**config.mk**
```make
export PLATFORM = sky130hd
export DESIGN_NAME = pc_fetch_unit
export DESIGN_NICKNAME = d
export VERILOG_FILES = /design/src/rtl/riscv_pkg.sv /design/src/rtl/PC_Adder.sv /design/src/rtl/pc_fetch_unit.sv
export SDC_FILE = /design/constraint.sdc
export NUM_CORES = 1
export LEC_CHECK = 0
export BUFFER_PORTS_ARGS = -buffer_cell sky130_fd_sc_hd__buf_2
export CAP_MARGIN = 20
export CELL_PAD_IN_SITES_DETAIL_PLACEMENT = 1
export CELL_PAD_IN_SITES_GLOBAL_PLACEMENT = 1
export CORE_MARGIN = 10
export CORE_UTILIZATION = 37
export CTS_BUF_LIST = sky130_fd_sc_hd__clkbuf_16
export CTS_CLUSTER_SIZE = 16
export DETAILED_ROUTE_END_ITERATION = 8
export GPL_TIMING_DRIVEN = 0
export PLACE_DENSITY = 0.83
export SYNTH_ARGS = -nofsm -noshare
export SYNTH_HDL_FRONTEND = slang
export SYNTH_SLANG_ARGS = --single-unit
```
**constraint.sdc**
```tcl
create_clock -name clk -period 2.7 [get_ports clk]
set_input_delay 0.54 -clock clk [delete_from_list [all_inputs] [get_ports clk]]
set_output_delay 0.54 -clock clk [all_outputs]
set_load 0.1 [all_outputs]
```
**src/rtl/riscv_pkg.sv**
```systemverilog
`default_nettype none
// ============================================================================
// riscv_pkg : shared core constants (datapath width, reset PC, fetch states)
// Revision  : 1.0
// ============================================================================
package riscv_pkg;

  localparam int          XLEN             = 32;
  localparam logic [31:0] DEFAULT_RESET_PC = 32'h0000_0000;
  localparam logic [31:0] PC_INCR          = 32'd4;

  // Fetch sequencer state encodings
  localparam logic [1:0] C_ST_FETCH = 2'd0;
  localparam logic [1:0] C_ST_WAIT  = 2'd1;
  localparam logic [1:0] C_ST_KILL  = 2'd2;
  localparam logic [1:0] C_ST_HOLD  = 2'd3;

endpackage
`default_nettype wire

```
**src/rtl/PC_Adder.sv**
```systemverilog
`default_nettype none
// ============================================================================
// PC_Adder : sequential-PC incrementer, wraps modulo 2^XLEN
// Revision : 1.0
// ============================================================================
module PC_Adder
  import riscv_pkg::*;
#(
  parameter int XLEN = riscv_pkg::XLEN
) (
  input  logic [XLEN-1:0] i_pc,
  output logic [XLEN-1:0] o_pc_plus4
);

  assign o_pc_plus4 = i_pc + XLEN'(PC_INCR);

endmodule
`default_nettype wire

```
**src/rtl/pc_fetch_unit.sv**
```systemverilog
`default_nettype none
// ============================================================================
// pc_fetch_unit : PC owner and single-outstanding instruction fetch sequencer
// Revision      : 1.0
// ============================================================================
module pc_fetch_unit
  import riscv_pkg::*;
#(
  parameter int              XLEN     = riscv_pkg::XLEN,
  parameter logic [XLEN-1:0] RESET_PC = XLEN'(DEFAULT_RESET_PC)
) (
  input  logic            clk,
  input  logic            rst,
  input  logic            redirect_valid,
  input  logic [XLEN-1:0] redirect_pc,
  output logic            redirect_misaligned,
  output logic            imem_req_valid,
  input  logic            imem_req_ready,
  output logic [XLEN-1:0] imem_req_addr,
  input  logic            imem_resp_valid,
  input  logic [31:0]     imem_resp_data,
  output logic            if_valid,
  input  logic            if_ready,
  output logic [XLEN-1:0] if_pc,
  output logic [XLEN-1:0] if_pc_plus4,
  output logic [31:0]     if_instr
);

  logic [1:0]      r_state;
  logic [XLEN-1:0] r_pc;
  logic [XLEN-1:0] r_req_pc;
  logic            r_if_valid;
  logic [XLEN-1:0] r_if_pc;
  logic [XLEN-1:0] r_if_pc_plus4;
  logic [31:0]     r_if_instr;
  logic            r_misaligned;

  logic [XLEN-1:0] w_pc_plus4;
  logic [XLEN-1:0] w_req_pc_plus4;
  logic [XLEN-1:0] w_redirect_target;

  assign w_redirect_target = {redirect_pc[XLEN-1:2], 2'b00};

  PC_Adder #(.XLEN(XLEN)) u_pc_adder (
    .i_pc       (r_pc),
    .o_pc_plus4 (w_pc_plus4)
  );

  PC_Adder #(.XLEN(XLEN)) u_req_pc_adder (
    .i_pc       (r_req_pc),
    .o_pc_plus4 (w_req_pc_plus4)
  );

  always_ff @(posedge clk) begin
    if (rst) begin
      r_state       <= C_ST_FETCH;
      r_pc          <= {RESET_PC[XLEN-1:2], 2'b00};
      r_req_pc      <= '0;
      r_if_valid    <= 1'b0;
      r_if_pc       <= '0;
      r_if_pc_plus4 <= '0;
      r_if_instr    <= '0;
      r_misaligned  <= 1'b0;
    end else begin
      r_misaligned <= redirect_valid && (redirect_pc[1:0] != 2'b00);

      // A redirect always retargets the PC, whatever the sequencer is doing
      if (redirect_valid) begin
        r_pc <= w_redirect_target;
      end

      case (r_state)
        C_ST_FETCH: begin
          if (!redirect_valid && imem_req_ready) begin
            r_req_pc <= r_pc;
            r_pc     <= w_pc_plus4;
            r_state  <= C_ST_WAIT;
          end
        end
        C_ST_WAIT: begin
          if (redirect_valid) begin
            // Outstanding read is now stale; KILL swallows its late response
            r_state <= imem_resp_valid ? C_ST_FETCH : C_ST_KILL;
          end else if (imem_resp_valid) begin
            r_if_instr    <= imem_resp_data;
            r_if_pc       <= r_req_pc;
            r_if_pc_plus4 <= w_req_pc_plus4;
            r_if_valid    <= 1'b1;
            r_state       <= C_ST_HOLD;
          end
        end
        C_ST_KILL: begin
          if (imem_resp_valid) begin
            r_state <= C_ST_FETCH;
          end
        end
        C_ST_HOLD: begin
          if (redirect_valid || if_ready) begin
            r_if_valid <= 1'b0;
            r_state    <= C_ST_FETCH;
          end
        end
        default: begin
          r_state <= C_ST_FETCH;
        end
      endcase
    end
  end

  assign imem_req_valid      = (r_state == C_ST_FETCH) && !redirect_valid && !rst;
  assign imem_req_addr       = r_pc;
  assign if_valid            = r_if_valid && !rst;
  assign if_pc               = r_if_pc;
  assign if_pc_plus4         = r_if_pc_plus4;
  assign if_instr            = r_if_instr;
  assign redirect_misaligned = r_misaligned && !rst;

  // Memory may only answer while a request is outstanding
  a_resp_in_window: assert property (@(posedge clk) disable iff (rst)
    imem_resp_valid |-> (r_state == C_ST_WAIT || r_state == C_ST_KILL));

endmodule
`default_nettype wire

```
==> results.py <==
metrics = {
    "status": {
        "status": "finished clean",
    },
    "synth": {
        "ys_seq_area_share_pct": 46.5,
        "syn_area_sq_um": 6980,
        "avgSynthCellArea_sq_um": 7.90,
        "synth_edf_count": 0,
        "syn_nets": 955,
        "synth-seq-cells": 162,
        "syn_inst": 883,
        "synthFlopType": "dfxtp_1",
        "synth_cell_types": 53,
        "async_flop_share_pct": 0,
        "yosysWarnings": 0,
    },
    "routing": {
        "vias_per_cell": 5.33,
        "drt_iter0_drc": 389,
        "drc": 0,
        "ant_nets": 0,
        "wl_per_cell_microns": 19.2,
        "num_vias": 7186,
        "first_pass_iters": 4,
        "drt_wl_total_microns": 25900,
    },
    "job": {
        "maxCapViolCount": 0,
    },
    "timing": {
        "finalHoldViolCount": 0,
        "finalCritPeriodShare_pct": 95.3,
        "worstMarginPinSlew_ns": 0.876,
        "min_period_ns": 2.57,
        "finalMaxSlewViolations": 0,
        "relSlewSlack_pct": 40.8,
        "fmax_ghz": 0.389,
        "rsz0062_at_grt": "no",
        "fin_ws_ns": 0.127,
        "finalSetupViolCount": 0,
        "clock_skew_ns": 0.0138,
    },
    "floorplan": {
        "die_x_microns": 157,
        "ioPinCount": 201,
        "rows": 50,
        "core-area_sq_um": 18600,
        "start_util_pct": 37.4,
        "dieArea_sq_um": 24700,
        "fp.dieH_microns": 157,
    },
    "setup_path": {
        "arrival_ns": 2.03,
        "crit_type": "primary input to primary output",
        "r2r_setup_slack_ns": 0.25,
        "cp-start-kind": "primary input",
        "crit_required_ns": 2.16,
        "worstPathMaxFanout": 10,
        "end_kind": "primary output",
    },
    "clock_network": {
        "cts_root_buf": "clkbuf_16",
        "cts_hold_buf": 0,
        "cts.reportedPaths.clkPinSlew_ns": 0.07,
        "cts_resized": 1,
        "cts_htree_levels": 4,
        "cts_made_buffers": 17,
        "clockBufferDepth": 2,
        "cts_tree": "yes",
        "cts_setup_buffers": 0,
        "clock_sinks": 162,
        "clk_latency_ns": 0.43,
    },
    "global_routing": {
        "grt_pass1_vias": 7345,
        "overflow": 0,
        "antenna_found_initial": 0,
        "grt_start_max_net_pins": 17,
        "grt_pass1_wl_microns": 40200,
        "track_usage_pct": 20.6,
    },
    "placed_design": {
        "placedCellCount": 1317,
        "globalplace.congestion": 0.930,
        "io_buffers": 200,
        "hpwl_microns": 20000,
        "pre_cts_slack_ns": -0.167,
    },
    "power_and_ir_drop": {
        "irDropWorstVdd_uv": 449,
        "cellLeakagePower_uw": 0.00339,
        "pwr_density_cell_nw_per_um2": 673,
    },
    "layout": {
        "antenna_cells": 0,
        "areaGrowthSynthToFinish_pct": 27.0,
        "post-route-util_pct": 47.5,
        "stdcell_count": 1347,
        "n_fill_cell": 2409,
        "nets": 1174,
        "drive_gt1_share_pct": 22.5,
    },
    "min_path": {
        "hp-class": "primary input to flip-flop",
    },
}
-- per-stage QoR --
step | area, sq um | hold slack (ns) | setup TNS (ns) | power [uW]
after floorplan | 6990 | 0.432 | 0 | 3340
after global placement | 8290 | 0.438 | -1.61 | 3590
after detailed placement | 8290 | 0.443 | -2.22 | 3610
after CTS | 8860 | 0.334 | 0 | 6000
after global routing | 8860 | 0.341 | 0 | 6170
final | 8860 | 0.340 | 0 | 5960
-- cells in the mapped netlist (all sizes together) (12+ instances only) --
library cell	instances	area [sq um]
xor2	14	123
a21oi	121	606
inv	12	45.0
xnor2	21	184
dfxtp	162	3240
nand2	216	811
nor3	19	100
a211oi	36	280
clkbuf	57	215
nand4	14	93.8
o21ai	16	80.1
nor4	13	103
nor2	56	210
nand3	31	155
-- worst paths after layout --
path                                          startpoint                          end  depth (start not counted)
worst min-delay path                  imem_resp_data[30]    if_instr[30]$_SDFFE_PP0P_                          3
worst min register to register  if_instr[9]$_SDFFE_PP0P_     if_instr[9]$_SDFFE_PP0P_                          2
worst max register to register   r_state[0]$_SDFFE_PP0P_  imem_req_addr[7]$_SDFF_PP0_                          5
worst max-delay path                      redirect_valid               imem_req_valid                          6
-- worst max-delay path, cell delays in order --
cell      delay (ns)
buf_2           0.12
clkbuf_2        0.20
buf_2           0.24
clkbuf_2        0.28
nor4_4          0.18
buf_2           0.46
-- power breakdown --
group / total [uW] / switching (uW) / internal, uW
Combinational: 990 / 782 / 208
Clock: 2400 / 976 / 1430
Sequential: 2570 / 99.3 / 2470
Total: 5960 / 1860 / 4100
-- registers in the layout, indices dropped and copies added, names as in the netlist --
name           count
r_req_pc          32
if_pc_plus4       30
imem_req_addr     32
if_pc             32
r_misaligned       1
r_state            2
r_if_valid         1
if_instr          32
-- cells in the final DEF, fill, tap and decap left out, types with 3 or more instances in the layout --
master	n
a32oi_1	3
clkinv_1	3
inv_1	14
dfxtp_1	162
nor4b_1	3
a21oi_1	121
a211oi_1	34
mux2_2	3
clkbuf_2	4
clkbuf_16	17
xor2_1	14
nand2_1	216
nor3_1	18
nand2b_1	3
and2_1	4
nand3_1	31
and3_1	5
a31oi_1	6
xnor2_1	21
or3_1	5
nor2b_1	5
o21ai_0	16
bufinv_16	3
nor4_1	10
nand4_1	13
a311o_1	3
o22ai_1	3
clkinvlp_4	3
mux2i_1	3
and4_1	10
buf_4	3
buf_2	206
nor2_1	56
clkbuf_1	53
nor3b_1	5
-- per-layer routing --
layer	vias up	GRT usage (%)	wire length, microns
li1	3496	-	-
met1	3362	25.6	11300
met2	287	32.8	11900
met3	41	6.20	2030
met4	0	8.15	677
met5	-	0	0
-- kinds of logic (layout without fill, tap and decap cells) --
| kind of cell | after synthesis | count (layout) | share of synthesized area (%) |
|---|---|---|---|
| simple gates | 396 | 396 | 26.1 |
| compound gates | 202 | 202 | 17.2 |
| flops | 162 | 162 | 46.5 |
| buf+inv | 80 | 310 | 4.57 |
| xor+xnor | 35 | 35 | 4.39 |
| mux | 6 | 6 | 0.915 |
| fa+ha+maj | 2 | 2 | 0.359 |
-- area by class of cell --
type	instances	area, sq um	area share [%]
Inverter	12	45.0	0.508
Clock inverter	13	145	1.64
Tap cell	234	293	3.30
Sequential cell	162	3240	36.6
Buffer	68	279	3.15
Multi-Input combinational cell	641	3430	38.7
Timing Repair Buffer	200	1000	11.3
Clock buffer	17	425	4.80
Note: power is estimated with default switching activity, not from simulation.
